`config.mk`:
```
export PLATFORM = sky130hd
export DESIGN_NAME = i2s_serializer
export DESIGN_NICKNAME = d
export VERILOG_FILES = /design/src/rtl/i2s_serializer.sv
export SDC_FILE = /design/constraint.sdc
export NUM_CORES = 1
export LEC_CHECK = 0
export BUFFER_PORTS_ARGS = -buffer_cell sky130_fd_sc_hd__buf_2
export CAP_MARGIN = 20
export CELL_PAD_IN_SITES_DETAIL_PLACEMENT = 0
export CELL_PAD_IN_SITES_GLOBAL_PLACEMENT = 1
export CORE_ASPECT_RATIO = 0.9
export CORE_MARGIN = 2
export CORE_UTILIZATION = 41
export CTS_CLUSTER_DIAMETER = 30
export DETAILED_ROUTE_END_ITERATION = 10
export GPL_ROUTABILITY_DRIVEN = 0
export PLACE_DENSITY_LB_ADDON = 0.05
export SLEW_MARGIN = 10
export SYNTH_ARGS = -nofsm -noshare
export SYNTH_HDL_FRONTEND = slang
export SYNTH_SLANG_ARGS = --single-unit
```
`constraint.sdc`:
```
create_clock -name AMCLK_i -period 1.63 [get_ports AMCLK_i]
set_input_delay 0.2445 -clock AMCLK_i [delete_from_list [all_inputs] [get_ports AMCLK_i]]
set_output_delay 0.2445 -clock AMCLK_i [all_outputs]
set_load 0.02 [all_outputs]
```
`src/rtl/i2s_serializer.sv`:
```
`timescale 1ns/1ps
// Master-mode I2S transmitter: one L/R PCM pair per frame, MSB first, WS one bit ahead of the slot MSB.
// Latency: a pair accepted before a frame load goes out in that frame; frames are 2*SLOT_WIDTH BCK long.
// Backpressure: one-deep holding register, sample_ready_o = holding empty; empty at load gives an underrun frame.
// Build option: `define I2S_SERIALIZER_UNDERRUN_ZERO_EN mutes underrun frames, otherwise the last pair repeats.
module i2s_serializer #(
    parameter int SAMPLE_WIDTH = 24,
    parameter int SLOT_WIDTH   = 32,
    parameter int BCK_DIV      = 4
) (
    input  logic                    AMCLK_i,
    input  logic                    ARST,
    input  logic [SAMPLE_WIDTH-1:0] sample_l_i,
    input  logic [SAMPLE_WIDTH-1:0] sample_r_i,
    input  logic                    sample_valid_i,
    output logic                    sample_ready_o,
    output logic                    ASCLK_o,
    output logic                    ALRCLK_o,
    output logic                    ASDATA_o,
    output logic                    frame_start_o,
    output logic                    underrun_o
);

    localparam int DIV_W      = (BCK_DIV > 1) ? $clog2(BCK_DIV) : 1;
    localparam int FRAME_BITS = 2 * SLOT_WIDTH;
    localparam int BIT_W      = $clog2(FRAME_BITS);
    localparam int PAD        = SLOT_WIDTH - SAMPLE_WIDTH;

    localparam logic [DIV_W-1:0] DIV_LAST = DIV_W'(BCK_DIV - 1);
    localparam logic [BIT_W-1:0] BIT_LAST = BIT_W'(FRAME_BITS - 1);
    localparam logic [BIT_W-1:0] WS_FIRST = BIT_W'(SLOT_WIDTH - 1);
    localparam logic [BIT_W-1:0] WS_LAST  = BIT_W'(FRAME_BITS - 2);

    logic [DIV_W-1:0]        div_cnt_q, div_cnt_d;
    logic [BIT_W-1:0]        bit_cnt_q, bit_cnt_d;
    logic [FRAME_BITS-1:0]   shifter_q, shifter_d;
    logic                    asclk_q, asclk_d;
    logic                    alrclk_q, alrclk_d;
    logic                    asdata_q, asdata_d;
    logic                    frame_start_q, frame_start_d;
    logic                    underrun_q, underrun_d;
    logic                    full_q, full_d;
    logic [SAMPLE_WIDTH-1:0] hold_l_q, hold_l_d;
    logic [SAMPLE_WIDTH-1:0] hold_r_q, hold_r_d;
`ifndef I2S_SERIALIZER_UNDERRUN_ZERO_EN
    logic [SAMPLE_WIDTH-1:0] last_l_q, last_l_d;
    logic [SAMPLE_WIDTH-1:0] last_r_q, last_r_d;
`endif

    logic                    tick;
    logic                    fall;
    logic                    accept;
    logic [SAMPLE_WIDTH-1:0] load_l;
    logic [SAMPLE_WIDTH-1:0] load_r;

    // Place a sample MSB-aligned in its slot with zero-padded LSBs.
    function automatic logic [SLOT_WIDTH-1:0] to_slot(input logic [SAMPLE_WIDTH-1:0] s);
        logic [SLOT_WIDTH-1:0] w;
        w = SLOT_WIDTH'(s);
        return w << PAD;
    endfunction

    // Next-state: bit clock divider, holding register handshake, and per-fall frame shifting.
    always_comb begin
        div_cnt_d     = div_cnt_q;
        bit_cnt_d     = bit_cnt_q;
        shifter_d     = shifter_q;
        asclk_d       = asclk_q;
        alrclk_d      = alrclk_q;
        asdata_d      = asdata_q;
        frame_start_d = 1'b0;
        underrun_d    = 1'b0;
        full_d        = full_q;
        hold_l_d      = hold_l_q;
        hold_r_d      = hold_r_q;
`ifndef I2S_SERIALIZER_UNDERRUN_ZERO_EN
        last_l_d      = last_l_q;
        last_r_d      = last_r_q;
`endif
        load_l        = '0;
        load_r        = '0;

        tick   = (div_cnt_q == DIV_LAST);
        fall   = tick && asclk_q;
        accept = sample_valid_i && !full_q;

        if (tick) begin
            div_cnt_d = '0;
            asclk_d   = !asclk_q;
        end else begin
            div_cnt_d = div_cnt_q + 1'b1;
        end

        // Accept only when empty, so it can never collide with a load that drains a full register.
        if (accept) begin
            full_d   = 1'b1;
            hold_l_d = sample_l_i;
            hold_r_d = sample_r_i;
        end

        if (fall) begin
            bit_cnt_d = (bit_cnt_q == BIT_LAST) ? '0 : bit_cnt_q + 1'b1;
            // WS leads the slot MSB by one bit clock.
            alrclk_d  = (bit_cnt_d >= WS_FIRST) && (bit_cnt_d <= WS_LAST);
            if (bit_cnt_d == '0) begin
                frame_start_d = 1'b1;
                if (full_q) begin
                    load_l = hold_l_q;
                    load_r = hold_r_q;
                    full_d = 1'b0;
`ifndef I2S_SERIALIZER_UNDERRUN_ZERO_EN
                    last_l_d = hold_l_q;
                    last_r_d = hold_r_q;
`endif
                end else begin
                    underrun_d = 1'b1;
`ifdef I2S_SERIALIZER_UNDERRUN_ZERO_EN
                    load_l = '0;
                    load_r = '0;
`else
                    load_l = last_l_q;
                    load_r = last_r_q;
`endif
                end
                shifter_d = {to_slot(load_l), to_slot(load_r)};
            end else begin
                shifter_d = shifter_q << 1;
            end
            asdata_d = shifter_d[FRAME_BITS-1];
        end
    end

    // State registers with synchronous reset; reset aborts any frame and drops a held pair.
    always_ff @(posedge AMCLK_i) begin
        if (ARST) begin
            div_cnt_q     <= '0;
            bit_cnt_q     <= BIT_LAST;
            shifter_q     <= '0;
            asclk_q       <= 1'b0;
            alrclk_q      <= 1'b0;
            asdata_q      <= 1'b0;
            frame_start_q <= 1'b0;
            underrun_q    <= 1'b0;
            full_q        <= 1'b0;
            hold_l_q      <= '0;
            hold_r_q      <= '0;
`ifndef I2S_SERIALIZER_UNDERRUN_ZERO_EN
            last_l_q      <= '0;
            last_r_q      <= '0;
`endif
        end else begin
            div_cnt_q     <= div_cnt_d;
            bit_cnt_q     <= bit_cnt_d;
            shifter_q     <= shifter_d;
            asclk_q       <= asclk_d;
            alrclk_q      <= alrclk_d;
            asdata_q      <= asdata_d;
            frame_start_q <= frame_start_d;
            underrun_q    <= underrun_d;
            full_q        <= full_d;
            hold_l_q      <= hold_l_d;
            hold_r_q      <= hold_r_d;
`ifndef I2S_SERIALIZER_UNDERRUN_ZERO_EN
            last_l_q      <= last_l_d;
            last_r_q      <= last_r_d;
`endif
        end
    end

    assign sample_ready_o = !full_q;
    assign ASCLK_o        = asclk_q;
    assign ALRCLK_o       = alrclk_q;
    assign ASDATA_o       = asdata_q;
    assign frame_start_o  = frame_start_q;
    assign underrun_o     = underrun_q;

endmodule

```
==> Word-level counts from Yosys, hierarchy flattened <==
Cells that the tools add are included.
{ "totals": {"ff_bits": 173, "input_bits": 51, "out_inout_bits": 6, "elab_cells": 41} }
{ "op_classes": {"addsub": 2, "order_cmp": 2, "eq_ne": 2, "n_mux": 10, "n_bitwise": 2, "reduce_logical": 10} }
{ "op_table": {"columns": ["cell", "n"], "rows": [
  ["$mux 64", 1],
  ["$mux 24", 2],
  ["$add 6x1->6 const B", 1],
  ["$eq 6x6->1 const B", 1],
  ["$ge 6x5->1 const B", 1],
  ["$le 6x6->1 const B", 1],
  ["$logic_not 6->1", 1],
  ["$mux 1", 6],
  ["$mux 6", 1],
  ["$reduce_or 2->1", 2],
  ["$logic_and 1x1->1", 3],
  ["$reduce_or 3->1", 1],
  ["$add 2x1->2 const B", 1],
  ["$eq 2x2->1 const B", 1],
  ["$logic_not 1->1", 2],
  ["$not 1->1", 2],
  ["$reduce_and 2->1", 1]
]} }

==> Depth between registers and ports, before layout <==
Gate-level depths: netlist of run 1.
{ "logic_depth": {"depth_word": 6, "mapped_depth": 9} }

==> Least setup slack after synthesis of run 1 <==
Ideal clock, no wire load.
{ "synth_timing": {"path_type": "reg2reg", "startpoint": "reg bit_cnt_q[0]", "endpoint": "reg last_l_q[0]", "setup_ns": 0.128, "arrival_time_ns": 1.522, "required_time_ns": 1.502, "path_slack_ns": -0.020, "stages_incl_launch_ff": 8, "n_path_buf": 2, "synth_period_minus_slack_ns": 1.650, "cell_sequence": "dfxtp_1 > a2111oi_4 > or2_2 > nand4_2 > buf_6 > buf_6 > mux2i_1 > nor2_1"} }
{ "synth_between": {"elab_chain_cells": 4, "word_cells_on_any_way": 5, "classes_between": "add/sub: 1; eq/ne: 1; mux: 1; reduce/logical: 2"} }
{ "synth_rtl": {"columns": ["element", "line", "text"], "rows": [
  ["start, declared", "35", "logic [BIT_W-1:0] bit_cnt_q, bit_cnt_d;"],
  ["start signal, assigned", "153", "bit_cnt_q <= bit_cnt_d;"],
  ["$add 6x1->6 or $eq 6x6->1 (tied branches)", "102", "bit_cnt_d = (bit_cnt_q == BIT_LAST) ? '0 : bit_cnt_q + 1'b1;"],
  ["$mux 6 *", "102", null],
  ["$logic_not 6->1 *", "105", "if (bit_cnt_d == '0) begin"],
  ["$reduce_and 2->1 (no line) *", null, null],
  ["end signal, assigned", "164", "last_l_q <= last_l_d;"],
  ["end, declared", "46", "logic [SAMPLE_WIDTH-1:0] last_l_q, last_l_d;"]
]} }
Every way passes the cells marked *; elsewhere a longest branch is shown, timed or not.
A chain may end at the register's enable or synchronous reset.

==> Worst setup path after layout of run 1 <==
{ "layout_timing": {"startpoint": "reg bit_cnt_q[1]", "endpoint": "reg asdata_q, in the netlist ASDATA_o"} }
{ "layout_between": {"elab_chain_cells": 4, "word_cells_on_any_way": 5, "classes_between": "add/sub: 1; eq/ne: 1; mux: 2; reduce/logical: 1"} }
{ "layout_rtl": {"columns": ["element", "line", "text"], "rows": [
  ["$add 6x1->6 or $eq 6x6->1 (tied branches)", "102", null],
  ["$mux 6 *", "102", null],
  ["$logic_not 6->1 *", "105", null],
  ["$mux 64 *", "105", null],
  ["end signal, assigned", "157", "asdata_q <= asdata_d;"],
  ["end, declared", "39", "logic asdata_q, asdata_d;"]
]} }
Marks and branches as above.

==> out/metrics.cfg, run 1 <==
[status]
status = finished with violations
violations = setup timing

[grt]
grt_pass1_vias = 5237
gr-total-overflow = 0
grt_max_degree = 69
grt_pass1_wl_um = 25200
grt_use_total = 0.174
antenna_found_initial = 0

[pwr]
pwr-share-clk = 0.462
comb_power_share = 0.069
p_sw_frac = 0.222
pwr-share-seq = 0.469
ir_drop_mv = 0.719
leakagePower_nw = 3.39
p_int_mw = 6.95
p_total_mw = 8.94
p_per_area_mw_per_mm2 = 1080
power.switching_mw = 1.99

[synthesis]
yosys.area_share.xor_xnor = 0.00516
synthCells = 799
synth_mux_area_frac = 0.140
ys.flop_type = dfxtp_1
syn_nets = 854
avgSynthCellArea_um2 = 8.50
synthDistinctLibCells = 38
synth_top_family_by_area = compound AO/OA/AOI/OAI gates
ys_seq_area_frac = 0.486
synthArstFlopShare = 0
synth-simple-area-share = 0.145
synth_edf_count = 0
ys_warn_count = 0
synth_compound_area_frac = 0.167
ys_seq_elements = 165
synth_area_mm2 = 0.00680
synth_fa_ha_area_frac = 0.00737

[setup_path]
path_buf_inv = 2
crit_family = compound AO/OA/AOI/OAI gates
critPathLaunchType = flop
path_cells = a2111oi_4, buf_4, o211a_4, buf_4, a21oi_1, o21ai_1, a21oi_1
worstSetupPathType = flop to flop
crit_required_ns = 1.91
cp-end-kind = flop
worstPathMaxFanout = 5
cp_data_arrival_time_ns = 1.99
max_stage_delay_ns = 0.34
critPathSlowestCell = dfxtp_2
reg2reg_depth = 7
cp.depth = 7

[floorplanning]
fp.dieH_um = 126
core_area_mm2 = 0.0162
rows = 44
boundaryPins = 57
dieWidth_um = 140
initial_core_util = 0.420
design.die.area_mm2 = 0.0176

[timing]
fmax_mhz = 587
max_slew_margin = 0.620
setup_slack_ns = -0.0740
hold_viol_final = 0
setup_tns_ns = -0.427
rsz0062_at_grt = yes
hold_ws_ns = 0.0563
drv_slew = 0
tightest_slew_ns = 0.570
finalSetupViolCount = 25
min_period_ns = 1.70
period_share = 1.05
fin_skew_ns = 0.0111

[finish]
final_area_mm2 = 0.00829
layout_common_cells = 160 x dfxtp_1, 158 x nand2_1, 154 x a21oi_1, 94 x mux2i_1, 55 x buf_2
post-route-util = 0.512
layout.cells.non_filler = 1073
area_delta_synth_final_pct = 22.0
drive_above_1_share = 0.172
layout_commonest_cell = dfxtp_1
num_antenna_cells = 0
layout.nets = 908

[detailed_routing]
avgRoutedWirePerCell_um = 14.4
num_vias = 5498
drc_errors = 0
wirelength_um = 15400
drt_iter0_markers = 300
via_per_inst = 5.12
dr.pass1.iters = 4
ant_nets = 0

[placed_design]
place_hpwl_um = 9380
place_inst = 1035
pre_cts_ws_ns = -0.0805
portBuffers = 56
place_area_mm2 = 0.00750

[min_path]
min_path_cells = 3
hp-class = input port to flop

[flow_run]
cap_violations = 0

[clocking]
numCtsBuffers = 17
cts-root-buf = clkbuf_16
cts.sinks = 165
clock_latency_ns = 0.42
cts_tree = done
clk_pin_slew_worst_paths_ns = 0.06
htreeDepth = 4
clock_path_buffers = 2

[what timing repair did]
item                                    CTS  global route
endpoints found under the setup margin   96            98
resized for setup                        11            40
pin swaps                                 3             4
setup buffers                             1             0
gates cloned                              1             4
hold buffers                              0             0
[kinds of logic (layout without fill, tap and decap cells)]
kind of cell	count (synthesis)	count (layout)
and+or+nand+nor	245	245
buffers and inverters	70	136
adders and majority gates	4	4
DFF	165	165
xor gates and xnor gates	4	4
muxes	95	95
AOI/OAI and AO/OA	216	217
[sequential cells by signal, indices dropped and copies added (netlist names), 2 cells and up]
name       flops
last_l_q      24
bit_cnt_q      6
hold_l_q      24
hold_r_q      24
last_r_q      24
div_cnt_q      2
shifter_q     55
[layout make-up]
class,count,area [um2]
clock buffer,24,492
clock inverter,8,121
fill,1549,7900
inverter,4,15.0
multi-input combinational,565,3240
sequential,165,3310
tap,207,259
timing repair buffer,100,851
[per-layer routing]
layer,vias up,track usage,wire length [um],share of wire
li1,2844,-,-,-
met1,2559,0.228,7470,0.48
met2,82,0.290,7230,0.47
met3,13,0.0384,587,0.038
met4,0,0.0512,144,0.0093
met5,-,0,0,0
[final timing paths]
kind	startpoint	end	slack, ns
max	bit_cnt_q[1]	ASDATA_o	-0.07
min	sample_r_i[20]	hold_r_q[20]	0.06
max reg2reg	bit_cnt_q[1]	ASDATA_o	-0.07
min reg2reg	div_cnt_q[0]	div_cnt_q[0]	0.44
[power by group through the flow]
stage	registers [mW]	clock network, mW	logic [mW]
2_1_floorplan	4.25	0	0.361
3_3_place_gp	4.28	0	0.563
3_5_place_dp	4.29	0	0.573
4_1_cts	4.20	4.24	0.587
5_1_grt	4.21	4.43	0.676
6_report	4.19	4.14	0.613
[worst reg2reg max path, stage by stage, from the launching register on]
cell and delay (ns):
dfxtp_2 0.34, a2111oi_4 0.35, buf_4 0.19, o211a_4 0.25, buf_4 0.15, a21oi_1 0.05, o21ai_1 0.15, a21oi_1 0.09
[cell usage after synthesis (2+ instances only)]
library cell,n,area (um2)
mux2i_1,94,941
buf_1,6,22.5
nand2b_1,2,12.5
and3_1,3,18.8
dfxtp_1,165,3300
a21oi_1,156,781
a211o_1,3,26.3
o21ai_0,50,250
inv_1,4,15.0
buf_6,6,67.6
buf_2,14,70.1
xnor2_1,2,17.5
xor2_1,2,17.5
ha_1,4,50.1
clkbuf_1,37,139
nand3_1,12,60.1
nor3_1,4,20.0
nand2_1,161,604
buf_4,2,15.0
nor2_1,54,203
No activity file was read; power rests on OpenSTA's default activity.
==> run 2, diff against run 1 <==
--- a/config.mk
+++ b/config.mk
@@ -11,7 +11,7 @@
 export CELL_PAD_IN_SITES_GLOBAL_PLACEMENT = 1
 export CORE_ASPECT_RATIO = 0.9
 export CORE_MARGIN = 2
-export CORE_UTILIZATION = 41
+export CORE_UTILIZATION = 30
 export CTS_CLUSTER_DIAMETER = 30
 export DETAILED_ROUTE_END_ITERATION = 10
 export GPL_ROUTABILITY_DRIVEN = 0
==> constraint.sdc (replaced) <==
create_clock -name AMCLK_i -period 1.76 [get_ports AMCLK_i]
set_input_delay 0.264 -clock AMCLK_i [delete_from_list [all_inputs] [get_ports AMCLK_i]]
set_output_delay 0.264 -clock AMCLK_i [all_outputs]
set_load 0.02 [all_outputs]
==> run 2 against run 1 <==
  * The flow now finishes without violations
  * Core utilization shrank 14 points
  * Critical path type unchanged
  * Critical endpoint is now last_l_q[4]
  * Via count decreased by 0.84%
  * Worst hold slack gained 0.018 ns
  * Count of clock-buffer cells in the layout fell by 6
  * Cell count increased by 7.8%
  * Sequential cell count did not move
  * Global-route usage is 4.2 points lower
  * Final area grew 0.66%
  * First-iteration DRC count is 16% lower
  * Non-clock buffer count fell by 5
  * Clock power is 10% lower
  * Combinational power shrank 9.8%
==> out/metrics.cfg, run 2 (synthesis results as in run 1) <==
[finish]
drive_above_1_share = 0.162  ; -0.0104
multi_input_area_mm2 = 0.00320  ; -1.2%
largest_reg_flops = 55  ; unchanged
layout_commonest_cell = dfxtp_1
post-route-util = 0.373  ; -0.139
regArea_mm2 = 0.00331  ; about the same
num_antenna_cells = 0  ; unchanged
area_delta_synth_final_pct = 22.8
fill_cells = 2328  ; +50%
layout.nets = 902  ; -0.66%
regMostFlops = shifter_q
layout_common_cells = 161 x dfxtp_1, 159 x nand2_1, 156 x a21oi_1, 94 x mux2i_1, 55 x buf_2

[placed_design]
place_hpwl_um = 9400  ; +0.19%
portBuffers = 56  ; unchanged

[min_path]
min_path_cells = 3  ; unchanged
hp-class = input port to flop
min_to = hold_l_q[16]
hp-start = sample_l_i[16]

[timing]
rsz0062_at_grt = yes
max_slew_margin = 0.649  ; +0.0284
min_period_ns = 1.74  ; +0.0335 ns
hold_ws_ns = 0.0745  ; +0.0183 ns
hold_viol_final = 0  ; unchanged
tightest_slew_ns = 0.527  ; -0.0426 ns
fin_skew_ns = 0.00891  ; -0.00215 ns
drv_slew = 0  ; unchanged
fmax_mhz = 576  ; -1.9%
finalSetupViolCount = 0  ; -100%
period_share = 0.987  ; -0.0582

[setup_path]
cp_data_arrival_time_ns = 2.03  ; +0.04 ns
r2r_end = last_l_q[4]
r2r_setup_slack_ns = 0.02  ; +0.10 ns
reg2reg_depth = 7  ; unchanged
worstPathMaxFanout = 8  ; +3
crit-reg2reg-launch = bit_cnt_q[0]
worstSetupPathType = flop to flop
crit_required_ns = 2.05  ; +0.14 ns
critPathLaunchType = flop
cp-end-kind = flop

[floorplanning]
dieWidth_um = 163  ; +16%
core_area_mm2 = 0.0224  ; +38%
initial_core_util = 0.304  ; -0.116
boundaryPins = 57  ; unchanged
design.die.area_mm2 = 0.0239  ; +35%
fp.dieH_um = 147  ; +16%
rows = 52  ; +18%

[pwr]
leakagePower_nw = 3.35  ; -0.94%
p_per_area_mw_per_mm2 = 976  ; -9.5%
ir_drop_mv = 0.616  ; -14%

[detailed_routing]
via_per_inst = 4.71  ; -8.0%
drc_errors = 0  ; unchanged
wirelength_um = 16500  ; +7.0%
ant_nets = 0  ; unchanged
avgRoutedWirePerCell_um = 14.3  ; -0.75%
dr.pass1.iters = 4  ; unchanged
num_vias = 5452  ; -0.84%
drt_iter0_markers = 252  ; -16%

[clocking]
cts_tree = done
clock_path_buffers = 2  ; unchanged
numCtsBuffers = 17  ; unchanged
clk_pin_slew_worst_paths_ns = 0.07  ; about the same
clock_latency_ns = 0.42  ; about the same
cts.sinks = 165  ; unchanged
cts-root-buf = clkbuf_16
htreeDepth = 4  ; unchanged

[flow_run]
cap_violations = 0  ; unchanged

[grt]
grt_pass1_wl_um = 25600  ; +1.5%
grt_pass1_vias = 5053  ; -3.5%
antenna_found_initial = 0  ; unchanged
grt_use_total = 0.132  ; -0.0416
gr-total-overflow = 0  ; unchanged
grt_max_degree = 61  ; -12%

[status]
status = finished, final reports clean

run 2: metrics by stage:
stage	area, um2	worst slack, ns	TNS [ns]	instances	power (mW)
after floorplan	6800	0.110	0	799	4.28
after global placement	7540	0.0326	0	1114	4.50
after detailed placement	7540	0.0208	0	1114	4.51
after CTS	8120	0.00436	0	1146	8.27
after global routing	8340	-0.0535	-1.38	1157	8.51
final	8340	0.0225	0	1157	8.14
run 2: final cells by class:
class                   count  area share
inverters                   4     0.00180
clock buffers              18      0.0514
clock inverters            14      0.0181
well taps                 297      0.0445
multi-input cells         564       0.383
flip-flops and latches    165       0.397
repair buffers             95       0.104
run 2: worst max path at each step:
stage | start | to
4_1_cts | bit_cnt_q[0] | shifter_q[46]
3_5_place_dp | bit_cnt_q[0] | shifter_q[46]
6_report | bit_cnt_q[0] | last_l_q[4]
5_1_grt | bit_cnt_q[0] | last_l_q[9]
2_1_floorplan | bit_cnt_q[0] | last_l_q[0]
3_3_place_gp | bit_cnt_q[4] | last_l_q[5]
run 2: timing repair:
action	CTS	global route
buffers inserted	0	3
endpoints found under the setup margin	0	85
hold buffers	0	0
endpoints found under the hold margin	0	0
gates resized for setup	0	8
run 2: power by group:
part	switching [mW]	internal [mW]
Clock	1.61	2.11
Combinational	0.317	0.236
Sequential	0.0652	3.81
run 2: worst max-delay path: stages, from the launching register on:
cell and delay (ns):
dfxtp_4 0.36, a2111oi_4 0.40, or2_4 0.21, nand4_4 0.10, buf_12 0.17, clkbuf_16 0.17, mux2i_1 0.14, nor2_1 0.05
run 2: per-layer routing:
metal | global-route usage | vias to the layer above | share of wire
li1 | - | 2829 | -
met1 | 0.179 | 2550 | 0.50
met2 | 0.210 | 66 | 0.46
met3 | 0.0342 | 7 | 0.031
met4 | 0.0350 | 0 | 0.0081
met5 | 0 | - | 0
